[src/rtl/sobel_row_buffer_if.sv]
// sobel_row_buffer_if
// Bundles the row buffer's strip control, memory read, accelerator window
// and write-stage handshake signals. The row buffer itself uses the slave
// modport; whatever drives it (controller, memory path, write stage) uses master.
interface sobel_row_buffer_if #(
  parameter int IDATA_W  = 80,
  parameter int ROWCNT_W = 16
);
  logic                sctl2srow_strip_start;
  logic [ROWCNT_W-1:0] sctl2srow_row_count;
  logic [IDATA_W-1:0]  mem2srow_read_data;
  logic                mem2srow_read_valid;
  logic                srow2mem_read_ready;
  logic [IDATA_W-1:0]  srow2sacc_row1_data;
  logic [IDATA_W-1:0]  srow2sacc_row2_data;
  logic [IDATA_W-1:0]  srow2sacc_row3_data;
  logic                srow2swt_valid;
  logic                swt2srow_ready;
  logic                srow2sctl_strip_done;

  modport master (
    output sctl2srow_strip_start, sctl2srow_row_count,
    output mem2srow_read_data, mem2srow_read_valid, swt2srow_ready,
    input  srow2mem_read_ready, srow2sacc_row1_data, srow2sacc_row2_data,
    input  srow2sacc_row3_data, srow2swt_valid, srow2sctl_strip_done
  );

  modport slave (
    input  sctl2srow_strip_start, sctl2srow_row_count,
    input  mem2srow_read_data, mem2srow_read_valid, swt2srow_ready,
    output srow2mem_read_ready, srow2sacc_row1_data, srow2sacc_row2_data,
    output srow2sacc_row3_data, srow2swt_valid, srow2sctl_strip_done
  );
endinterface

[src/rtl/sobel_row_buffer.sv]
// sobel_row_buffer
// Three-row sliding window in front of the Sobel accelerator cores. Row beats
// arrive one per valid/ready transfer; once three rows are held the window is
// offered to the write stage, one window per cycle while both sides stream.
// NUM_ACC must match the accelerator count used elsewhere in the design, and
// the interface must be built with IDATA_W = (NUM_ACC+2)*PIXEL_W.
//
// Optional feature, macro SOBEL_ROW_ZERO_PAD_EN: a virtual all-zero row is
// placed before the first and after the last row of each strip, so a strip of
// N rows yields N windows instead of N-2.
module sobel_row_buffer #(
  parameter int NUM_ACC  = 8,
  parameter int PIXEL_W  = 8,
  parameter int ROWCNT_W = 16
) (
  input  logic              clk,
  input  logic              reset_n,
  sobel_row_buffer_if.slave bus
);

  localparam int IDATA_W = (NUM_ACC + 2) * PIXEL_W;

  typedef enum logic [1:0] {
    ST_IDLE,
    ST_FILL,
    ST_RUN,
    ST_DONE
  } state_t;

  state_t                  state_reg, state_next;
  logic [ROWCNT_W-1:0]     row_count_reg, row_count_next;
  logic [ROWCNT_W-1:0]     rows_in_reg, rows_in_next;
  logic [1:0]              fill_reg, fill_next;
  // win_reg[0] is the oldest (top) row, win_reg[2] the newest (bottom) row
  logic [2:0][IDATA_W-1:0] win_reg;

  logic                    read_ready;
  logic                    shift_en;
  logic                    shift_zero;
  logic                    clear_rows;
  logic                    rows_left;
  logic                    last_beat;
  logic [IDATA_W-1:0]      shift_data;

`ifdef SOBEL_ROW_ZERO_PAD_EN
  // set once the trailing virtual zero row has been shifted in
  logic                    pad_done_reg, pad_done_next;
`endif

  // rows_in never passes row_count, so rows_left also gates read_ready
  assign rows_left  = (rows_in_reg < row_count_reg);
  assign last_beat  = ((rows_in_reg + ROWCNT_W'(1)) == row_count_reg);
  assign shift_data = shift_zero ? '0 : bus.mem2srow_read_data;

  // next-state, read-ready and window-shift decisions
  always_comb begin
    state_next     = state_reg;
    row_count_next = row_count_reg;
    rows_in_next   = rows_in_reg;
    fill_next      = fill_reg;
    read_ready     = 1'b0;
    shift_en       = 1'b0;
    shift_zero     = 1'b0;
    clear_rows     = 1'b0;
`ifdef SOBEL_ROW_ZERO_PAD_EN
    pad_done_next  = pad_done_reg;
`endif

    if (bus.sctl2srow_strip_start) begin
      // a strip start wins in every state; any beat offered now is refused
      state_next     = ST_FILL;
      row_count_next = bus.sctl2srow_row_count;
      rows_in_next   = '0;
`ifdef SOBEL_ROW_ZERO_PAD_EN
      fill_next      = 2'd1;
      clear_rows     = 1'b1;
      pad_done_next  = 1'b0;
`else
      fill_next      = 2'd0;
`endif
    end else begin
      case (state_reg)
        ST_IDLE: begin
          state_next = ST_IDLE;
        end

        ST_FILL: begin
          read_ready = rows_left;
          if (rows_left) begin
            if (bus.mem2srow_read_valid) begin
              shift_en     = 1'b1;
              rows_in_next = rows_in_reg + ROWCNT_W'(1);
              fill_next    = fill_reg + 2'd1;
              if (fill_reg == 2'd2) begin
                state_next = ST_RUN;
              end
`ifndef SOBEL_ROW_ZERO_PAD_EN
              else if (last_beat) begin
                // strip too short to ever form a window
                state_next = ST_DONE;
              end
`endif
            end
          end else begin
`ifdef SOBEL_ROW_ZERO_PAD_EN
            // a single real row still yields one window between two zero rows
            if (fill_reg == 2'd2 && !pad_done_reg) begin
              shift_en      = 1'b1;
              shift_zero    = 1'b1;
              pad_done_next = 1'b1;
              fill_next     = 2'd3;
              state_next    = ST_RUN;
            end else begin
              state_next = ST_DONE;
            end
`else
            state_next = ST_DONE;
`endif
          end
        end

        ST_RUN: begin
          // a new row may only enter when the current window is being consumed
          read_ready = bus.swt2srow_ready && rows_left;
          if (bus.swt2srow_ready) begin
            if (rows_left && bus.mem2srow_read_valid) begin
              shift_en     = 1'b1;
              rows_in_next = rows_in_reg + ROWCNT_W'(1);
            end else if (rows_left) begin
              // memory stalled: two rows remain valid, one beat restores a window
              state_next = ST_FILL;
              fill_next  = 2'd2;
            end else begin
`ifdef SOBEL_ROW_ZERO_PAD_EN
              if (!pad_done_reg) begin
                shift_en      = 1'b1;
                shift_zero    = 1'b1;
                pad_done_next = 1'b1;
              end else begin
                state_next = ST_DONE;
              end
`else
              state_next = ST_DONE;
`endif
            end
          end
        end

        ST_DONE: begin
          state_next = ST_IDLE;
        end

        default: begin
          state_next = ST_IDLE;
        end
      endcase
    end
  end

  // state, counters and window registers
  always_ff @(posedge clk) begin
    if (!reset_n) begin
      state_reg     <= ST_IDLE;
      row_count_reg <= '0;
      rows_in_reg   <= '0;
      fill_reg      <= '0;
      win_reg       <= '0;
`ifdef SOBEL_ROW_ZERO_PAD_EN
      pad_done_reg  <= 1'b0;
`endif
    end else begin
      state_reg     <= state_next;
      row_count_reg <= row_count_next;
      rows_in_reg   <= rows_in_next;
      fill_reg      <= fill_next;
`ifdef SOBEL_ROW_ZERO_PAD_EN
      pad_done_reg  <= pad_done_next;
`endif
      if (clear_rows) begin
        win_reg <= '0;
      end else if (shift_en) begin
        win_reg <= {shift_data, win_reg[2], win_reg[1]};
      end
    end
  end

  assign bus.srow2mem_read_ready  = read_ready;
  assign bus.srow2sacc_row1_data  = win_reg[0];
  assign bus.srow2sacc_row2_data  = win_reg[1];
  assign bus.srow2sacc_row3_data  = win_reg[2];
  assign bus.srow2swt_valid       = (state_reg == ST_RUN);
  assign bus.srow2sctl_strip_done = (state_reg == ST_DONE);

endmodule

[src/flat_wrapper.sv]
// flat-port wrapper written by rule: the top's interface ports become plain ports
module sobel_row_buffer_flat 
#(
  parameter int NUM_ACC  = 8,
  parameter int PIXEL_W  = 8,
  parameter int ROWCNT_W = 16
)
  (clk, reset_n, bus_sctl2srow_strip_start, bus_sctl2srow_row_count, bus_mem2srow_read_data, bus_mem2srow_read_valid, bus_swt2srow_ready, bus_srow2mem_read_ready, bus_srow2sacc_row1_data, bus_srow2sacc_row2_data, bus_srow2sacc_row3_data, bus_srow2swt_valid, bus_srow2sctl_strip_done);
  sobel_row_buffer_if #(.IDATA_W(((NUM_ACC + 2) * PIXEL_W)), .ROWCNT_W(ROWCNT_W)) bus_i ();
  input  logic clk;
  input  logic reset_n;
  input wire logic [$bits(bus_i.sctl2srow_strip_start)-1:0] bus_sctl2srow_strip_start;
  input wire logic [$bits(bus_i.sctl2srow_row_count)-1:0] bus_sctl2srow_row_count;
  input wire logic [$bits(bus_i.mem2srow_read_data)-1:0] bus_mem2srow_read_data;
  input wire logic [$bits(bus_i.mem2srow_read_valid)-1:0] bus_mem2srow_read_valid;
  input wire logic [$bits(bus_i.swt2srow_ready)-1:0] bus_swt2srow_ready;
  output wire logic [$bits(bus_i.srow2mem_read_ready)-1:0] bus_srow2mem_read_ready;
  output wire logic [$bits(bus_i.srow2sacc_row1_data)-1:0] bus_srow2sacc_row1_data;
  output wire logic [$bits(bus_i.srow2sacc_row2_data)-1:0] bus_srow2sacc_row2_data;
  output wire logic [$bits(bus_i.srow2sacc_row3_data)-1:0] bus_srow2sacc_row3_data;
  output wire logic [$bits(bus_i.srow2swt_valid)-1:0] bus_srow2swt_valid;
  output wire logic [$bits(bus_i.srow2sctl_strip_done)-1:0] bus_srow2sctl_strip_done;
  assign bus_i.sctl2srow_strip_start = bus_sctl2srow_strip_start;
  assign bus_i.sctl2srow_row_count = bus_sctl2srow_row_count;
  assign bus_i.mem2srow_read_data = bus_mem2srow_read_data;
  assign bus_i.mem2srow_read_valid = bus_mem2srow_read_valid;
  assign bus_i.swt2srow_ready = bus_swt2srow_ready;
  assign bus_srow2mem_read_ready = bus_i.srow2mem_read_ready;
  assign bus_srow2sacc_row1_data = bus_i.srow2sacc_row1_data;
  assign bus_srow2sacc_row2_data = bus_i.srow2sacc_row2_data;
  assign bus_srow2sacc_row3_data = bus_i.srow2sacc_row3_data;
  assign bus_srow2swt_valid = bus_i.srow2swt_valid;
  assign bus_srow2sctl_strip_done = bus_i.srow2sctl_strip_done;
  sobel_row_buffer #(.NUM_ACC(NUM_ACC), .PIXEL_W(PIXEL_W), .ROWCNT_W(ROWCNT_W)) u_core (.clk(clk), .reset_n(reset_n), .bus(bus_i));
endmodule
[config.mk]
export PLATFORM = sky130hd
export DESIGN_NAME = sobel_row_buffer_flat
export DESIGN_NICKNAME = d
export VERILOG_FILES = /design/src/rtl/sobel_row_buffer_if.sv /design/src/rtl/sobel_row_buffer.sv /design/src/flat_wrapper.sv
export SDC_FILE = /design/constraint.sdc
export NUM_CORES = 1
export LEC_CHECK = 0
export ABC_AREA = 1
export CORE_UTILIZATION = 47
export CTS_CLUSTER_DIAMETER = 30
export DETAILED_ROUTE_END_ITERATION = 8
export PLACE_DENSITY = 0.81
export SYNTH_ARGS = -nofsm -noshare
export SYNTH_HDL_FRONTEND = slang
export SYNTH_SLANG_ARGS = --single-unit
[constraint.sdc]
create_clock -name clk -period 2.2 [get_ports clk]
set_input_delay 0.33 -clock clk [delete_from_list [all_inputs] [get_ports clk]]
set_output_delay 0.33 -clock clk [all_outputs]
set_load 0.02 [all_outputs]
==> flow_summary_export.csv <==
group,metric,value,unit
hold_path,min_path_type,"in -> reg",
layout,fin_util,76.3,%
global_route,grt_pass1_vias,10991,
sta,whs,318,ps
placement,place_congestion,0.859,
sta,finalWorstSetupSlack,-211,ps
clock_network,cts.sinks,276,
route,drt_first_iter_violations,737,
sta,hold_viol_final,0,
synth,async_flop_share,0,%
run,maxCapViolations,0,
clock_network,cts.hold.buffers_added,0,
clock_network,insertion_delay,550,ps
sta,fmax,415,MHz
synth,yosys_warnings,0,
floorplan,dieArea,23900,sq um
placement,hpwl,23.4,mm
route,drt_pass1_iterations,7,
floorplan,core-area,22800,sq um
layout,stdcell_area,17400,sq um
sta,tightest_slew,725,ps
power,finalPower,15.7,mW
global_route,grt_pass1_wl,55.9,mm
outcome,status,"finished, violations left",
synth,synth_nets,1567,
clock_network,clk_path_buf_depth,3,
floorplan,row_count,55,
layout,num-fill-cells,1533,
power,clockPowerShare,52.5,%
placement,port_buffers,343,
layout,seq_area,5550,sq um
floorplan,ioPinCount,344,
layout,fin_nets,1948,
sta,report.final.slew_viol_count,0,
global_route,overflow,0,
placement,place_area,14900,sq um
synth,syn_area_per_cell,7.60,sq um
power,p_sw,4.02,mW
setup_path,cp_max_fo,3,
synth,ys_ff_latch,276,
sta,rsz0062_at_grt,"yes",
clock_network,cts-htree-levels,2,
floorplan,dieHeight,155,um
layout,multiInputGateArea,4840,sq um
power,internal-power,11.6,mW
floorplan,initial_core_util,48.1,%
power,power_leakage,6.40,nW
route,via_per_inst,5.26,
layout,fin_cells,2183,
route,wl_per_cell,17.0,um
floorplan,die_w,155,um
synth,ys.flop_type,"dfxtp_1",
synth,synth-edff-count,0,
layout,syn2layout_area_growth,58.6,%
sta,period_needed,2410,ps
synth,ys_seq_area_share,50.4,%
setup_path,crit_arrival,2080,ps
power,p_sw_share,25.7,%
synth,netlist_area,11000,sq um
clock_network,root_buffer,"clkbuf_16",
clock_network,cts_buffers,54,
power,p_comb_share,13.6,%
route,vias,11477,
sta,max_slew_margin,51.7,%
placement,dp.cells,2064,
layout,drive_above_1_share,14.1,%
power,ir_worst_vdd,794,uV
outcome,violations,"setup timing",
route,drc_errors,0,
setup_path,crit_type,"reg -> out",
route,drt-total-wl,37.1,mm
setup_path,crit_path_start_kind,"flip-flop",
synth,synthCells,1443,
power,powerDensity,900,nW/um^2
sta,setup_viol,165,
setup_path,critPathCaptureType,"output pin",
clock_network,clk_pin_slew,50,ps
route,detail-route-antenna-nets,0,
clock_network,cts_tree,"built",
global_route,grt_usage,29.1,%
power,power_frac_seq,33.8,%
global_route,grt_max_degree,96,
sta,fin_setup_tns,-8690,ps
synth,ys_types,28,
sta,min_period_over_period,110,%
placement,dp_slack,-80.6,ps
setup_path,required,1870,ps
sta,skew,21.7,ps
global_route,antenna_found_initial,1,
[logic make-up after synthesis]
family	Yosys count	share of synthesized area [%]
adders and majority gates	23	2.63
DFF	276	50.4
AOI/OAI and AO/OA	400	18.4
buffers and inverters	218	7.95
and+or+nand+nor	526	20.6
[timing repair]
item,CTS,global route
gates cloned,3,4
buffers inserted,6,5
endpoints found under the setup margin,188,259
resized for setup,44,54
pin swaps,17,22
[worst paths after layout]
kind | startpoint | to | slack (ps) | cells after the start
worst min register to register | u_core.bus.srow2sacc_row1_data[8] | u_core.bus.srow2sacc_row1_data[8] | 460 | 2
worst max register to register | u_core.row_count_reg[12] | u_core.bus.srow2sacc_row3_data[35] | -140 | 12
worst min-delay path | reset_n | u_core.state_reg[0] | 320 | 4
worst max-delay path | u_core.row_count_reg[12] | bus_srow2mem_read_ready | -210 | 9
[Yosys cell counts (2+ instances only)]
cell | instances | share of area (%)
nor2_4 | 6 | 0.62
ha_1 | 23 | 2.6
nand3_1 | 118 | 5.4
o21ai_1 | 26 | 1.2
nand4_1 | 9 | 0.51
nand2_1 | 175 | 6.0
nand2_2 | 8 | 0.46
a21oi_1 | 280 | 13
o21ai_0 | 89 | 4.1
nor2_2 | 3 | 0.17
nand3b_1 | 2 | 0.14
inv_1 | 122 | 4.2
nand3_2 | 2 | 0.18
dfxtp_1 | 276 | 50
clkbuf_1 | 47 | 1.6
buf_2 | 40 | 1.8
clkbuf_2 | 3 | 0.14
o211ai_1 | 2 | 0.14
nor2_1 | 199 | 6.8
buf_1 | 5 | 0.17
[routing by layer]
metal	up-vias	global-route usage (%)	wire [um]
li1	5534	-	-
met1	5342	32.9	14300
met2	492	50.9	18500
met3	109	7.79	2810
met4	0	13.4	1530
met5	-	0	0
[area by class of cell]
class	instances	area share (%)
antenna	1	0.0144
clock buffer	70	8.64
clock inverter	31	2.08
inverter	123	2.67
multi-input combinational	951	27.8
sequential	276	31.9
tap	313	2.25
timing repair buffer	418	24.6
[worst max-delay path, cell delays in order, from the launching register on]
cell and delay (ps):
dfxtp_1 350, inv_2 60, ha_1 280, nand4_1 200, nor2_2 180, nand2_2 80
nand2_2 100, nor2_4 50, buf_12 130, buf_8 120
[cell usage in the layout (no fill, tap or decap), types with 3 or more instances in the layout]
cell type,synthesis,routed
clkbuf_8,0,7
clkbuf_1,47,8
a21oi_1,280,274
nand3_1,118,114
o21ai_1,26,32
a21oi_2,0,5
nor2_4,6,8
nand3_2,2,6
dfxtp_2,0,16
buf_4,0,55
o21ai_0,89,80
clkinv_2,0,12
bufinv_16,0,6
nand4_1,9,9
inv_1,122,108
clkbuf_16,0,58
o21ai_2,0,3
nor2_1,199,194
nor2_2,3,6
dfxtp_1,276,260
clkinvlp_4,0,6
buf_6,0,5
nand2_1,175,169
nand2_2,8,11
nand2_4,1,5
clkdlybuf4s50_1,0,339
ha_1,23,11
ha_4,0,10
buf_16,0,4
clkinv_4,0,4
buf_12,0,6
inv_2,1,14
[power by group through the flow]
| stage | registers, mW | clock network (mW) | logic (mW) |
|---|---|---|---|
| final | 5.29 | 8.22 | 2.13 |
| after global routing | 5.30 | 8.53 | 2.32 |
| after CTS | 5.28 | 8.29 | 1.99 |
| after detailed placement | 5.36 | 0 | 1.87 |
| after global placement | 5.35 | 0 | 1.84 |
| after floorplan | 5.49 | 0 | 0.903 |
Note: power is estimated with default switching activity, not from simulation.
